==> config.mk <==
export PLATFORM = sky130hd
export DESIGN_NAME = mux_master_router
export DESIGN_NICKNAME = d
export VERILOG_FILES = /design/src/rtl/mux_master_router.sv
export SDC_FILE = /design/constraint.sdc
export NUM_CORES = 1
export LEC_CHECK = 0
export ABC_AREA = 0
export BUFFER_PORTS_ARGS = -buffer_cell sky130_fd_sc_hd__buf_2
export CORE_AREA = 10 10 108 110
export CTS_BUF_LIST = sky130_fd_sc_hd__clkbuf_4 sky130_fd_sc_hd__clkbuf_8
export CTS_CLUSTER_DIAMETER = 100
export DETAILED_ROUTE_END_ITERATION = 8
export DIE_AREA = 0 0 118 120
export PLACE_DENSITY = 0.72
export SLEW_MARGIN = 10
export SYNTH_ARGS = -nofsm -noshare
export SYNTH_HDL_FRONTEND = slang
export SYNTH_SLANG_ARGS = --single-unit
==> constraint.sdc <==
create_clock -name clk -period 1.5 [get_ports clk]
set_input_delay 0.075 -clock clk [delete_from_list [all_inputs] [get_ports clk]]
set_output_delay 0.075 -clock clk [all_outputs]
set_load 0.005 [all_outputs]
==> src/rtl/mux_master_router.sv <==
// One-master to two-slave request router. The target slave is decoded from
// addr_in[SEL_BIT] and locked for the whole transaction once it stalls.
module mux_master_router #(
  parameter int ADDR_W  = 32,
  parameter int DATA_W  = 32,
  parameter int SEL_BIT = ADDR_W - 1
) (
  input  logic              clk,
  input  logic              rst_n,
  input  logic              req_in,
  input  logic [ADDR_W-1:0] addr_in,
  input  logic              cmd_in,
  input  logic [DATA_W-1:0] wdata_in,
  output logic              ack_in,
  output logic [DATA_W-1:0] rdata_in,
  output logic [ADDR_W-1:0] addr_out_first,
  output logic [DATA_W-1:0] wdata_out_first,
  output logic              cmd_out_first,
  output logic              req_out_first,
  input  logic              ack_out_first,
  input  logic [DATA_W-1:0] rdata_out_first,
  output logic [ADDR_W-1:0] addr_out_second,
  output logic [DATA_W-1:0] wdata_out_second,
  output logic              cmd_out_second,
  output logic              req_out_second,
  input  logic              ack_out_second,
  input  logic [DATA_W-1:0] rdata_out_second
);

  typedef enum logic {IDLE, BUSY} state_t;

  state_t state, state_next;
  logic   sel_q, sel_q_next;
  logic   sel;
  logic   sel_ack;
  logic   first_on, second_on;

  always_ff @(posedge clk or negedge rst_n) begin
    if (!rst_n) begin
      state <= IDLE;
      sel_q <= 1'b0;
    end else begin
      state <= state_next;
      sel_q <= sel_q_next;
    end
  end

  // The route follows the address only while idle; once busy it is frozen.
  assign sel     = (state == IDLE) ? addr_in[SEL_BIT] : sel_q;
  assign sel_ack = sel ? ack_out_second : ack_out_first;

  always_comb begin
    state_next = state;
    sel_q_next = sel_q;
    case (state)
      IDLE: begin
        if (req_in && !sel_ack) begin
          state_next = BUSY;
          sel_q_next = addr_in[SEL_BIT];
        end
      end
      BUSY: begin
        if (!req_in || sel_ack) state_next = IDLE;
      end
      default: state_next = IDLE;
    endcase
  end

  // Outputs are forced to zero while reset is held, independent of the clock.
  assign first_on  = rst_n && !sel;
  assign second_on = rst_n && sel;

  always_comb begin
    req_out_first    = first_on && req_in;
    addr_out_first   = first_on ? addr_in  : '0;
    wdata_out_first  = first_on ? wdata_in : '0;
    cmd_out_first    = first_on && cmd_in;
    req_out_second   = second_on && req_in;
    addr_out_second  = second_on ? addr_in  : '0;
    wdata_out_second = second_on ? wdata_in : '0;
    cmd_out_second   = second_on && cmd_in;
    ack_in           = rst_n && req_in && sel_ack;
    rdata_in         = '0;
    if (ack_in) rdata_in = sel ? rdata_out_second : rdata_out_first;
  end

endmodule

### Word-level counts from Yosys, hierarchy flattened

Index checks and enable logic that the tools add are counted.

* register bits: 2
* output and inout port bits: 165
* logic and storage cells: 28

* mux-type cells: 11
* bitwise logic cells: 1
* reduce and logical (&&, ||, !) cells: 14

Operators with widths (number)
* 32-bit two-way mux: 6
* 1-bit logical AND: 9
* 1-bit two-way mux: 4
* 1-bit logical NOT: 3
* 1-bit case mux with 2 select lines: 1
* 2-bit AND reduction: 1
* 1-bit logical OR: 1
* 1-bit inverter: 1

### Depth between registers and ports, before layout

Gate-level depths: netlist of run 1.

* word-level depth: 6
* mapped depth: 5
* mapped depth without buffers: 2

### Least setup slack after synthesis of run 1

Ideal clock, no wire load.

* path type: register to output
* start point: register state
* end point: output port ack_in
* data arrival time: 1.254 ns
* slack: 0.171 ns
* cell stages (with the launch flop): 6
* cells stage by stage: dfrtp_1 -> mux2_4 -> buf_6 -> buf_6 -> buf_6 -> mux2i_1

* cells in the longest elaborated chain, start to end: 3

RTL lines
* start: declaration: RTL line 32 `state_t state, state_next;`
* start signal: assignment: RTL line 43 `state <= state_next;`
* 1-bit two-way mux: RTL line 49 `assign sel = (state == IDLE) ? addr_in[SEL_BIT] : sel_q;`
* 1-bit two-way mux: RTL line 50 `assign sel_ack = sel ? ack_out_second : ack_out_first;`
* 1-bit logical AND: RTL line 82 `ack_in = rst_n && req_in && sel_ack;`
* end: declaration: RTL line 14 `output logic ack_in,`

No other way between the ends.

### Worst setup path in the final report of run 1

* start point: register state
* end point: output port addr_out_first[25]

* cells in the longest elaborated chain, start to end: 4

RTL lines
* 1-bit two-way mux: RTL line 49
* 1-bit logical NOT: RTL line 70 `assign first_on = rst_n && !sel;`
* 1-bit logical AND: RTL line 70
* 32-bit two-way mux: RTL line 75 `addr_out_first = first_on ? addr_in : '0;`
* end: declaration: RTL line 16 `output logic [ADDR_W-1:0] addr_out_first,`

No other way between the ends.

==> results.sh, run 1 <==
export IMPL_grtUsageTotal_pct=15.14
export IMPL_fin_worst_skew_ns=0.002111
export IMPL_grt_pass1_vias=3169
export IMPL_drc_errors=0
export IMPL_startpoint="state$_DFF_PN0_"
export IMPL_dr_total_vias=3444
export IMPL_r2r_end="sel_q$_DFFE_PN0P_"
export IMPL_fp_dieH_um=120
export IMPL_cp_cell_sequence="buf_6, mux2i_4, buf_12, buf_6, and3_1, buf_2"
export IMPL_h_tree_depth=1
export IMPL_synthFlopType="dfrtp_1"
export IMPL_met1_usage_pct=17.40
export IMPL_cp_data_required_time_ns=1.42
export IMPL_grt_pass1_wl_um=18020
export IMPL_clock_latency_ns=0.21
export IMPL_yosysSeqAreaShare_pct=2.571
export IMPL_fp_dieArea_um2=14160
export IMPL_synth_top_cell_area_share_pct=41.77
export IMPL_grt_use_met3_pct=6.329
export IMPL_rsz0062_at_grt="true"
export IMPL_top_usage_layer="met2"
export IMPL_cpMostUsedCell="buf_6"
export IMPL_grt_util_met2_pct=26.13
export IMPL_synth_edf_count=0
export IMPL_start_util_pct=20.39
export IMPL_drt_total_wl_um=12760
export IMPL_status="finished, violations left"
export IMPL_wl_per_cell_um=18.21
export IMPL_criticalPathCategory="flop to output port"
export IMPL_yosysUniqueCellTypes=19
export IMPL_ys_seq_elements=2
export IMPL_finalSetupViolCount=160
export IMPL_crit_path_start_kind="flop"
export IMPL_rows=36
export IMPL_antennaDiodeCount=0
export IMPL_final_cells=701
export IMPL_layout_min_cycle_time_ns=1.602
export IMPL_crit_cells=6
export IMPL_endpoint="addr_out_first[25]"
export IMPL_path_buf_inv=4
export IMPL_drive_gt1_share_pct=58.63
export IMPL_antenna_found_initial=0
export IMPL_nFillCells=1079
export IMPL_routabilityCongestion=0.7845
export IMPL_drt_iter0_markers=232
export IMPL_async_reset_ff_share_pct=100.0
export IMPL_yosysMostFrequentCell="and3_1"
export IMPL_portBuffers=298
export IMPL_preCtsSetupSlack_ns=0.1269
export IMPL_cts_buffers=3
export IMPL_hpwlAfterDp_um=9771
export IMPL_synth_area_leaders="and3_1, nand4_1, mux2i_1"
export IMPL_path_max_fanout=14
export IMPL_violations="setup timing"
export IMPL_synth_top_area_cell="and3_1"
export IMPL_layout_nets=704
export IMPL_fmax_mhz=624.3
export IMPL_netlist_top_cells_count="and3_1, nand4_1, clkbuf_1"
export IMPL_ir_worst_vdd_mv=0.2049
export IMPL_worst_path_largest_cell_delay_ns=0.37
export IMPL_die_w_um=118
export IMPL_crit_slowest_cell="dfrtp_1"
export IMPL_syn_nets=434
export IMPL_drtPass1Iterations=4
export IMPL_worstPathArrival_ns=1.53
export IMPL_ff2ff_setup_slack_ns=0.08
export IMPL_leakage_uw=0.002598
export IMPL_end_kind="output port"
export IMPL_tightest_slew_ns=0.5972
export IMPL_finalPower_uw=1510
export IMPL_clk_path_buf_depth=2
export IMPL_avgSynthCellArea_um2=6.490
export IMPL_num_io_pins=299
export IMPL_whs_ns=0.1889
export IMPL_grt_max_degree=104
export IMPL_cts_root_buffer="clkbuf_8"
export IMPL_syn_to_final_growth_pct=96.47
export IMPL_syn_cell_area_um2=1947
export IMPL_relSlewSlack_pct=60.19
export IMPL_post_route_period_util_pct=106.8
export IMPL_cts_tree="built"
export IMPL_hold_violations=0
export IMPL_drt_antenna_violating_nets=0
export IMPL_maxCapViolations=0
export IMPL_critical_path_top_delay_family="buffers and inverters"
export IMPL_fin_ws_ns=-0.1017
export IMPL_hold_class="primary input to flop"
export IMPL_grt_overflow_total=0
export IMPL_r2r_cells=4
export IMPL_post_place_cells=690
export IMPL_power_density_nw_per_um2=394.9
export IMPL_viasPerCell=4.913
export IMPL_r2r_start="state$_DFF_PN0_"
export IMPL_core_area_um2=9549
export IMPL_clock_sinks=2
export IMPL_cts_clk_slew_worst_paths_ns=0.03
export IMPL_slew_violations=0
export IMPL_synthesis_instances=300
export IMPL_yosysWarnings=0
## power breakdown
group	switching [uW]	internal (uW)	leakage (uW)
logic	601	633	0.00255
clock network	42.1	170	0.0000216
registers	3.76	60.2	0.0000261
total	647	863	0.00260
## sequential cells by signal, summed over array words and instances, names as in the netlist
signal / count
sel_q: 1
state: 1
## cell families after synthesis
family,share of synthesized area (%)
DFF,2.571
AOI/OAI and AO/OA,0.3857
and+or+nand+nor,65.17
buffers and inverters,13.11
muxes,18.77
## per-layer routing
metal  routed length, um  part of all wire (%)
met5                   0                     0
met2                6158                    48
met3                1316                    10
met4                  93                  0.73
met1                5193                    41
## worst min path at each step
stage / from / endpoint / slack [ns] / cells past startpoint
finish: req_in / state$_DFF_PN0_ / 0.19 / 3
CTS: req_in / state$_DFF_PN0_ / 0.18 / 3
global route: req_in / state$_DFF_PN0_ / 0.21 / 3
global placement: rst_n / sel_q$_DFFE_PN0P_ / 0.1 / 2
detailed placement: rst_n / sel_q$_DFFE_PN0P_ / 0.1 / 2
floorplan: rst_n / sel_q$_DFFE_PN0P_ / -0.22 / 0
## worst reg2reg max path, stage by stage, from the launching register on
cell and delay [ns]:
dfrtp_1 0.39, buf_6 0.13, buf_4 0.13, or3b_2 0.46, a211oi_2 0.23
## stage by stage
step | TNS (ns) | instance area, um^2 | utilization (%)
after floorplan | 0 | 1947 | -
after global placement | 0 | 3568 | 37.37
after detailed placement | 0 | 3568 | 37.37
after CTS | -7.136 | 3643 | 38.16
after global routing | -17.94 | 3825 | 40.06
final | -8.742 | 3825 | 40.06
## cell type report
type	count	area [um^2]	share of cell area [%]
Timing Repair Buffer	321	1876	49.04
Tap cell	133	166.4	4.351
Sequential cell	2	50.05	1.308
Clock buffer	3	41.29	1.079
Multi-Input combinational cell	241	1688	44.13
Inverter	1	3.754	0.09814
## placed cells by master (no fill, tap or decap)
cell type | synthesis | final
a211oi_2 | 0 | 1
and3_1 | 130 | 125
and3_4 | 0 | 5
buf_12 | 0 | 8
buf_2 | 5 | 292
buf_4 | 2 | 8
buf_6 | 3 | 7
buf_8 | 0 | 2
clkbuf_16 | 0 | 3
clkbuf_8 | 0 | 3
dfrtp_1 | 2 | 2
dlygate4sd3_1 | 0 | 1
inv_1 | 1 | 1
mux2_4 | 1 | 1
mux2i_1 | 35 | 33
mux2i_2 | 0 | 1
mux2i_4 | 0 | 1
nand2_1 | 1 | 1
nand2b_1 | 2 | 2
nand3_1 | 2 | 2
nand4_1 | 64 | 64
nor2_1 | 3 | 3
nor4b_1 | 1 | 1
or3b_2 | 1 | 1
## timing repair
item	in CTS	in global routing
setup buffers	0	3
hold buffers	1	0
pin swaps	4	0
gates cloned	0	4
endpoints found under the hold margin	2	0
gates resized for setup	5	12
setup endpoints to repair	151	163
(Power assumes the default switching activity.)
==> inputs of run 2 (changes only) <==
--- a/config.mk
+++ b/config.mk
@@ -13,6 +13,7 @@
 export DETAILED_ROUTE_END_ITERATION = 8
 export DIE_AREA = 0 0 118 120
 export PLACE_DENSITY = 0.72
+export SETUP_SLACK_MARGIN = 0.2
 export SLEW_MARGIN = 10
 export SYNTH_ARGS = -nofsm -noshare
 export SYNTH_HDL_FRONTEND = slang
==> results.sh, run 2 (synthesis results as in run 1) <==
export IMPL_cts_tree="built"
export IMPL_leakage_uw=0.002612
export IMPL_fp_dieH_um=120
export IMPL_cp_data_required_time_ns=1.42
export IMPL_r2r_end="state$_DFF_PN0_"
export IMPL_post_route_period_util_pct=107.6
export IMPL_nFillCells=1076
export IMPL_drt_iter0_markers=189
export IMPL_hpwlAfterDp_um=10230
export IMPL_violations="setup timing"
export IMPL_core_area_um2=9549
export IMPL_clock_sinks=2
export IMPL_hold_violations=0
export IMPL_routabilityCongestion=0.8390
export IMPL_worstPathArrival_ns=1.54
export IMPL_drtPass1Iterations=4
export IMPL_status="finished, violations left"
export IMPL_grt_overflow_total=0
export IMPL_criticalPathCategory="flop to output port"
export IMPL_cts_clk_slew_worst_paths_ns=0.03
export IMPL_clk_path_buf_depth=2
export IMPL_slew_violations=0
export IMPL_r2r_start="state$_DFF_PN0_"
export IMPL_drc_errors=0
export IMPL_grt_pass1_wl_um=18840
export IMPL_final_common_cell="buf_2"
export IMPL_finalSetupViolCount=163
export IMPL_drt_antenna_violating_nets=0
export IMPL_h_tree_depth=1
export IMPL_post_place_cells=696
export IMPL_drt_total_wl_um=12780
export IMPL_relSlewSlack_pct=68.08
export IMPL_start_util_pct=20.39
export IMPL_layout_min_cycle_time_ns=1.614
export IMPL_dr_total_vias=3428
export IMPL_grt_max_degree=91
export IMPL_tightest_slew_ns=0.4789
export IMPL_cts_root_buffer="clkbuf_8"
export IMPL_viasPerCell=4.856
export IMPL_fp_dieArea_um2=14160
export IMPL_largestRegisters="sel_q x1, state x1"
export IMPL_wl_per_cell_um=18.11
export IMPL_rows=36
export IMPL_antenna_found_initial=0
export IMPL_die_w_um=118
export IMPL_fin_ws_ns=-0.1141
export IMPL_maxCapViolations=0
export IMPL_final_cells=706
export IMPL_cts_buffers=3
export IMPL_portBuffers=298
export IMPL_finalPower_uw=1487
export IMPL_fmax_mhz=619.6
export IMPL_hold_class="primary input to asynchronous set/reset pin"
export IMPL_power_density_nw_per_um2=389.7
export IMPL_r2r_cells=4
export IMPL_path_max_fanout=35
export IMPL_grtUsageTotal_pct=16.07
export IMPL_drive_gt1_share_pct=58.49
export IMPL_num_io_pins=299
export IMPL_grt_pass1_vias=3237
export IMPL_syn_to_final_growth_pct=96.02
export IMPL_fin_worst_skew_ns=0.00001467
export IMPL_layout_nets=707
export IMPL_ff2ff_setup_slack_ns=0.21
export IMPL_crit_path_start_kind="flop"
export IMPL_clock_latency_ns=0.21
export IMPL_layout_cells_most_common_list="buf_2, and3_1, nand4_1"
export IMPL_whs_ns=0.01563
export IMPL_end_kind="output port"
export IMPL_rsz0062_at_grt="true"
export IMPL_ir_worst_vdd_mv=0.2330
## run 2: changes by cell type in the layout (fill, tap and decap cells not counted), sizes merged
cell	before	now
buf	317	324
diode	0	2
dlygate4sd3	1	0
clkbuf	6	3
## run 2: worst max path at each step
stage                               to            start  cells past startpoint  slack [ns]
CTS                 wdata_out_first[1]  state$_DFF_PN0_                      5       -0.12
global placement    wdata_out_first[1]  state$_DFF_PN0_                      5        0.13
detailed placement  wdata_out_first[1]  state$_DFF_PN0_                      5        0.10
finish              wdata_out_first[1]  state$_DFF_PN0_                      5       -0.11
global route        wdata_out_first[1]  state$_DFF_PN0_                      5       -0.16
floorplan                       ack_in  state$_DFF_PN0_                      5        0.17
## run 2: cell type report
cell class / count / area [um^2] / share of cell area, %
Antenna cell: 2 / 5.005 / 0.1311
Sequential cell: 2 / 50.05 / 1.311
Tap cell: 133 / 166.4 / 4.361
Inverter: 1 / 3.754 / 0.09836
Timing Repair Buffer: 324 / 1876 / 49.15
Multi-Input combinational cell: 241 / 1674 / 43.87
Clock buffer: 3 / 41.29 / 1.082
## run 2: worst max-delay path: stages, from the launching register on
cell and delay (ns):
dfrtp_1 0.36, buf_4 0.15, mux2i_4 0.29, buf_12 0.21, and3_1 0.19, buf_2 0.12
## run 2: per-layer routing
| metal | routed length (um) | global-route usage (%) | vias to the layer above |
|---|---|---|---|
| met1 | 5012 | 18.47 | 1523 |
| met5 | 0 | 0 | - |
| met3 | 1336 | 5.345 | 6 |
| met2 | 6359 | 28.76 | 194 |
| li1 | - | - | 1705 |
| met4 | 74 | 2.628 | 0 |
## run 2: report_power, final
| part | total, uW | internal (uW) | switching (uW) |
|---|---|---|---|
| Clock | 209 | 169 | 39.7 |
| Sequential | 65.0 | 60.3 | 4.75 |
| Combinational | 1210 | 623 | 590 |
| Total | 1490 | 853 | 635 |
## run 2: stage by stage
stage / worst slack, ns / setup TNS [ns] / cell area [um^2] / util [%]
after global placement: 0.1262 / 0 / 3613 / 37.84
after CTS: -0.1202 / -13.38 / 3762 / 39.40
after detailed placement: 0.1017 / 0 / 3613 / 37.84
after global routing: -0.1595 / -19.56 / 3811 / 39.91
final: -0.1141 / -12.27 / 3816 / 39.96
after floorplan: 0.1729 / 0 / 1951 / -
## run 2: what timing repair did
action	4_1_cts	5_1_grt
endpoints found under the setup margin	167	167
gates cloned	3	0
hold buffers	0	0
pin swaps	1	1
setup buffers	0	2
gates resized for setup	8	6
==> inputs of run 3 (changes only) <==
==> constraint.sdc (replaced) <==
create_clock -name clk -period 1.5 [get_ports clk]
set_input_delay 0.075 -clock clk [delete_from_list [all_inputs] [get_ports clk]]
set_output_delay 0.075 -clock clk [all_outputs]
set_load 0.02 [all_outputs]
==> results.sh, run 3 (synthesis results as in run 1) <==
export IMPL_status="finished, violations left"
export IMPL_violations="setup timing"
export IMPL_grt_max_degree=89
export IMPL_dr_total_vias=3593
export IMPL_end_kind="output port"
export IMPL_drt_iter0_markers=301
export IMPL_criticalPathCategory="flop to output port"
export IMPL_largestRegisters="sel_q x1, state x1"
export IMPL_critical_path_top_delay_family="multiplexers"
export IMPL_syn_to_final_growth_pct=133.9
export IMPL_tightest_slew_ns=0.6137
export IMPL_fin_ws_ns=-0.2061
export IMPL_drtPass1Iterations=4
export IMPL_fp_dieArea_um2=14160
export IMPL_cp_cell_sequence="mux2_4, buf_16, mux2i_2, buf_4"
export IMPL_post_place_cells=692
export IMPL_cts_tree="built"
export IMPL_seq_power_share_pct=3.4
export IMPL_portBuffers=298
export IMPL_ff2ff_setup_slack_ns=0.21
export IMPL_core_area_um2=9549
export IMPL_path_max_fanout=33
export IMPL_fmax_mhz=586.1
export IMPL_path_buf_inv=2
export IMPL_viasPerCell=5.133
export IMPL_r2r_end="state$_DFF_PN0_"
export IMPL_wl_per_cell_um=19.71
export IMPL_layout_nets=701
export IMPL_grtUsageTotal_pct=17.42
export IMPL_clock_latency_ns=0.21
export IMPL_r2r_cells=4
export IMPL_drive_gt1_share_pct=72.21
export IMPL_routabilityCongestion=0.9080
export IMPL_ir_worst_vdd_mv=0.2633
export IMPL_grt_pass1_vias=3592
export IMPL_grt_pass1_wl_um=20650
export IMPL_finalPower_uw=2010
export IMPL_hpwlAfterDp_um=11010
export IMPL_power_frac_comb_pct=86.2
export IMPL_clockPowerShare_pct=10.4
export IMPL_fp_dieH_um=120
export IMPL_worstPathArrival_ns=1.63
export IMPL_p_int_uw=1026
export IMPL_drt_total_wl_um=13800
export IMPL_clk_path_buf_depth=2
export IMPL_whs_ns=0.2921
export IMPL_grt_overflow_total=0
export IMPL_p_switching_uw=983.8
export IMPL_nFillCells=903
export IMPL_cts_clk_slew_worst_paths_ns=0.03
export IMPL_cts_buffers=3
export IMPL_slew_violations=0
export IMPL_clock_sinks=2
export IMPL_finalSetupViolCount=165
export IMPL_worst_path_largest_cell_delay_ns=0.40
export IMPL_start_util_pct=20.39
export IMPL_h_tree_depth=1
export IMPL_hp_start="addr_in[31]"
export IMPL_worstHoldPathCells=3
export IMPL_p_sw_share_pct=48.95
export IMPL_antenna_found_initial=2
export IMPL_hold_class="primary input to flop"
export IMPL_preCtsSetupSlack_ns=0.005900
export IMPL_die_w_um=118
export IMPL_rsz0062_at_grt="true"
export IMPL_cp_data_required_time_ns=1.42
export IMPL_final_common_cell="buf_2"
export IMPL_num_io_pins=299
export IMPL_leakage_uw=0.002494
export IMPL_power_density_nw_per_um2=441.4
export IMPL_layout_min_cycle_time_ns=1.706
export IMPL_post_route_util_pct=47.68
export IMPL_min_to="sel_q$_DFFE_PN0P_"
export IMPL_cts_root_buffer="clkbuf_8"
export IMPL_hold_violations=0
export IMPL_layout_cells_most_common_list="buf_2, buf_4, and3_1"
export IMPL_crit_path_start_kind="flop"
export IMPL_relSlewSlack_pct=59.09
export IMPL_drt_antenna_violating_nets=0
export IMPL_rows=36
export IMPL_maxCapViolations=0
export IMPL_final_cells=700
export IMPL_post_route_period_util_pct=113.7
export IMPL_fin_worst_skew_ns=0.001265
export IMPL_r2r_start="state$_DFF_PN0_"
export IMPL_crit_slowest_cell="dfrtp_1"
export IMPL_drc_errors=0
-- run 3: cell types whose count changed in the layout (fill, tap and decap cells not counted), sizes merged --
| cell | before | now |
|---|---|---|
| buf | 324 | 317 |
| dlygate4sd3 | 0 | 1 |
-- run 3: cell type report --
| class | instances | area [um^2] | share of cell area (%) |
|---|---|---|---|
| Antenna cell | 2 | 5.005 | 0.1099 |
| Timing Repair Buffer | 318 | 2162 | 47.49 |
| Tap cell | 133 | 166.4 | 3.655 |
| Sequential cell | 2 | 51.30 | 1.127 |
| Inverter | 1 | 3.754 | 0.08244 |
| Multi-Input combinational cell | 241 | 2123 | 46.63 |
| Clock buffer | 3 | 41.29 | 0.9068 |
-- run 3: metal layers --
metal  global-route usage, %  part of all wire (%)  vias to the layer above
met2                   31.54                    52                      238
met5                       0                     0                        -
met4                   5.487                   1.6                        0
met1                   18.26                    37                     1647
li1                        -                     -                     1692
met3                   6.751                    10                       16
-- run 3: tightest hold or removal path, delay by kind of cell --
kind	cells	cell delay, ns
buffers and inverters	1	0.16
AOI/OAI and AO/OA	1	0.06
and+or+nand+nor	1	0.16
-- run 3: how the worst max path moves through the flow --
stage	end	cells past startpoint	startpoint	slack (ns)
after CTS	rdata_in[14]	4	state$_DFF_PN0_	-0.21
final	rdata_in[14]	4	state$_DFF_PN0_	-0.21
after global placement	rdata_in[14]	4	state$_DFF_PN0_	0.02
after global routing	rdata_in[30]	4	state$_DFF_PN0_	-0.26
after detailed placement	rdata_in[14]	4	state$_DFF_PN0_	0.006
after floorplan	rdata_in[10]	4	state$_DFF_PN0_	0.08
-- run 3: power by group through the flow --
stage          Sequential [uW]  Clock (uW)  Combinational (uW)
2_1_floorplan             66.1           0                 996
3_3_place_gp              68.2           0                1530
3_5_place_dp              68.7           0                1560
4_1_cts                   67.9         216                1690
5_1_grt                   70.5         228                1830
6_report                  68.8         209                1730
-- run 3: what timing repair did --
action / 4_1_cts / 5_1_grt
pin swaps: 0 / 1
gates resized for setup: 120 / 34
hold endpoints to repair: 2 / 0
hold buffers: 1 / 0
endpoints found under the setup margin: 166 / 167
buffers inserted: 2 / 0
-- run 3: through the flow --
step | TNS (ns) | instance area, um^2
6_report | -24.59 | 4553
5_1_grt | -34.43 | 4553
4_1_cts | -24.47 | 4453
3_5_place_dp | 0 | 4038
3_3_place_gp | 0 | 4038
2_1_floorplan | 0 | 2410
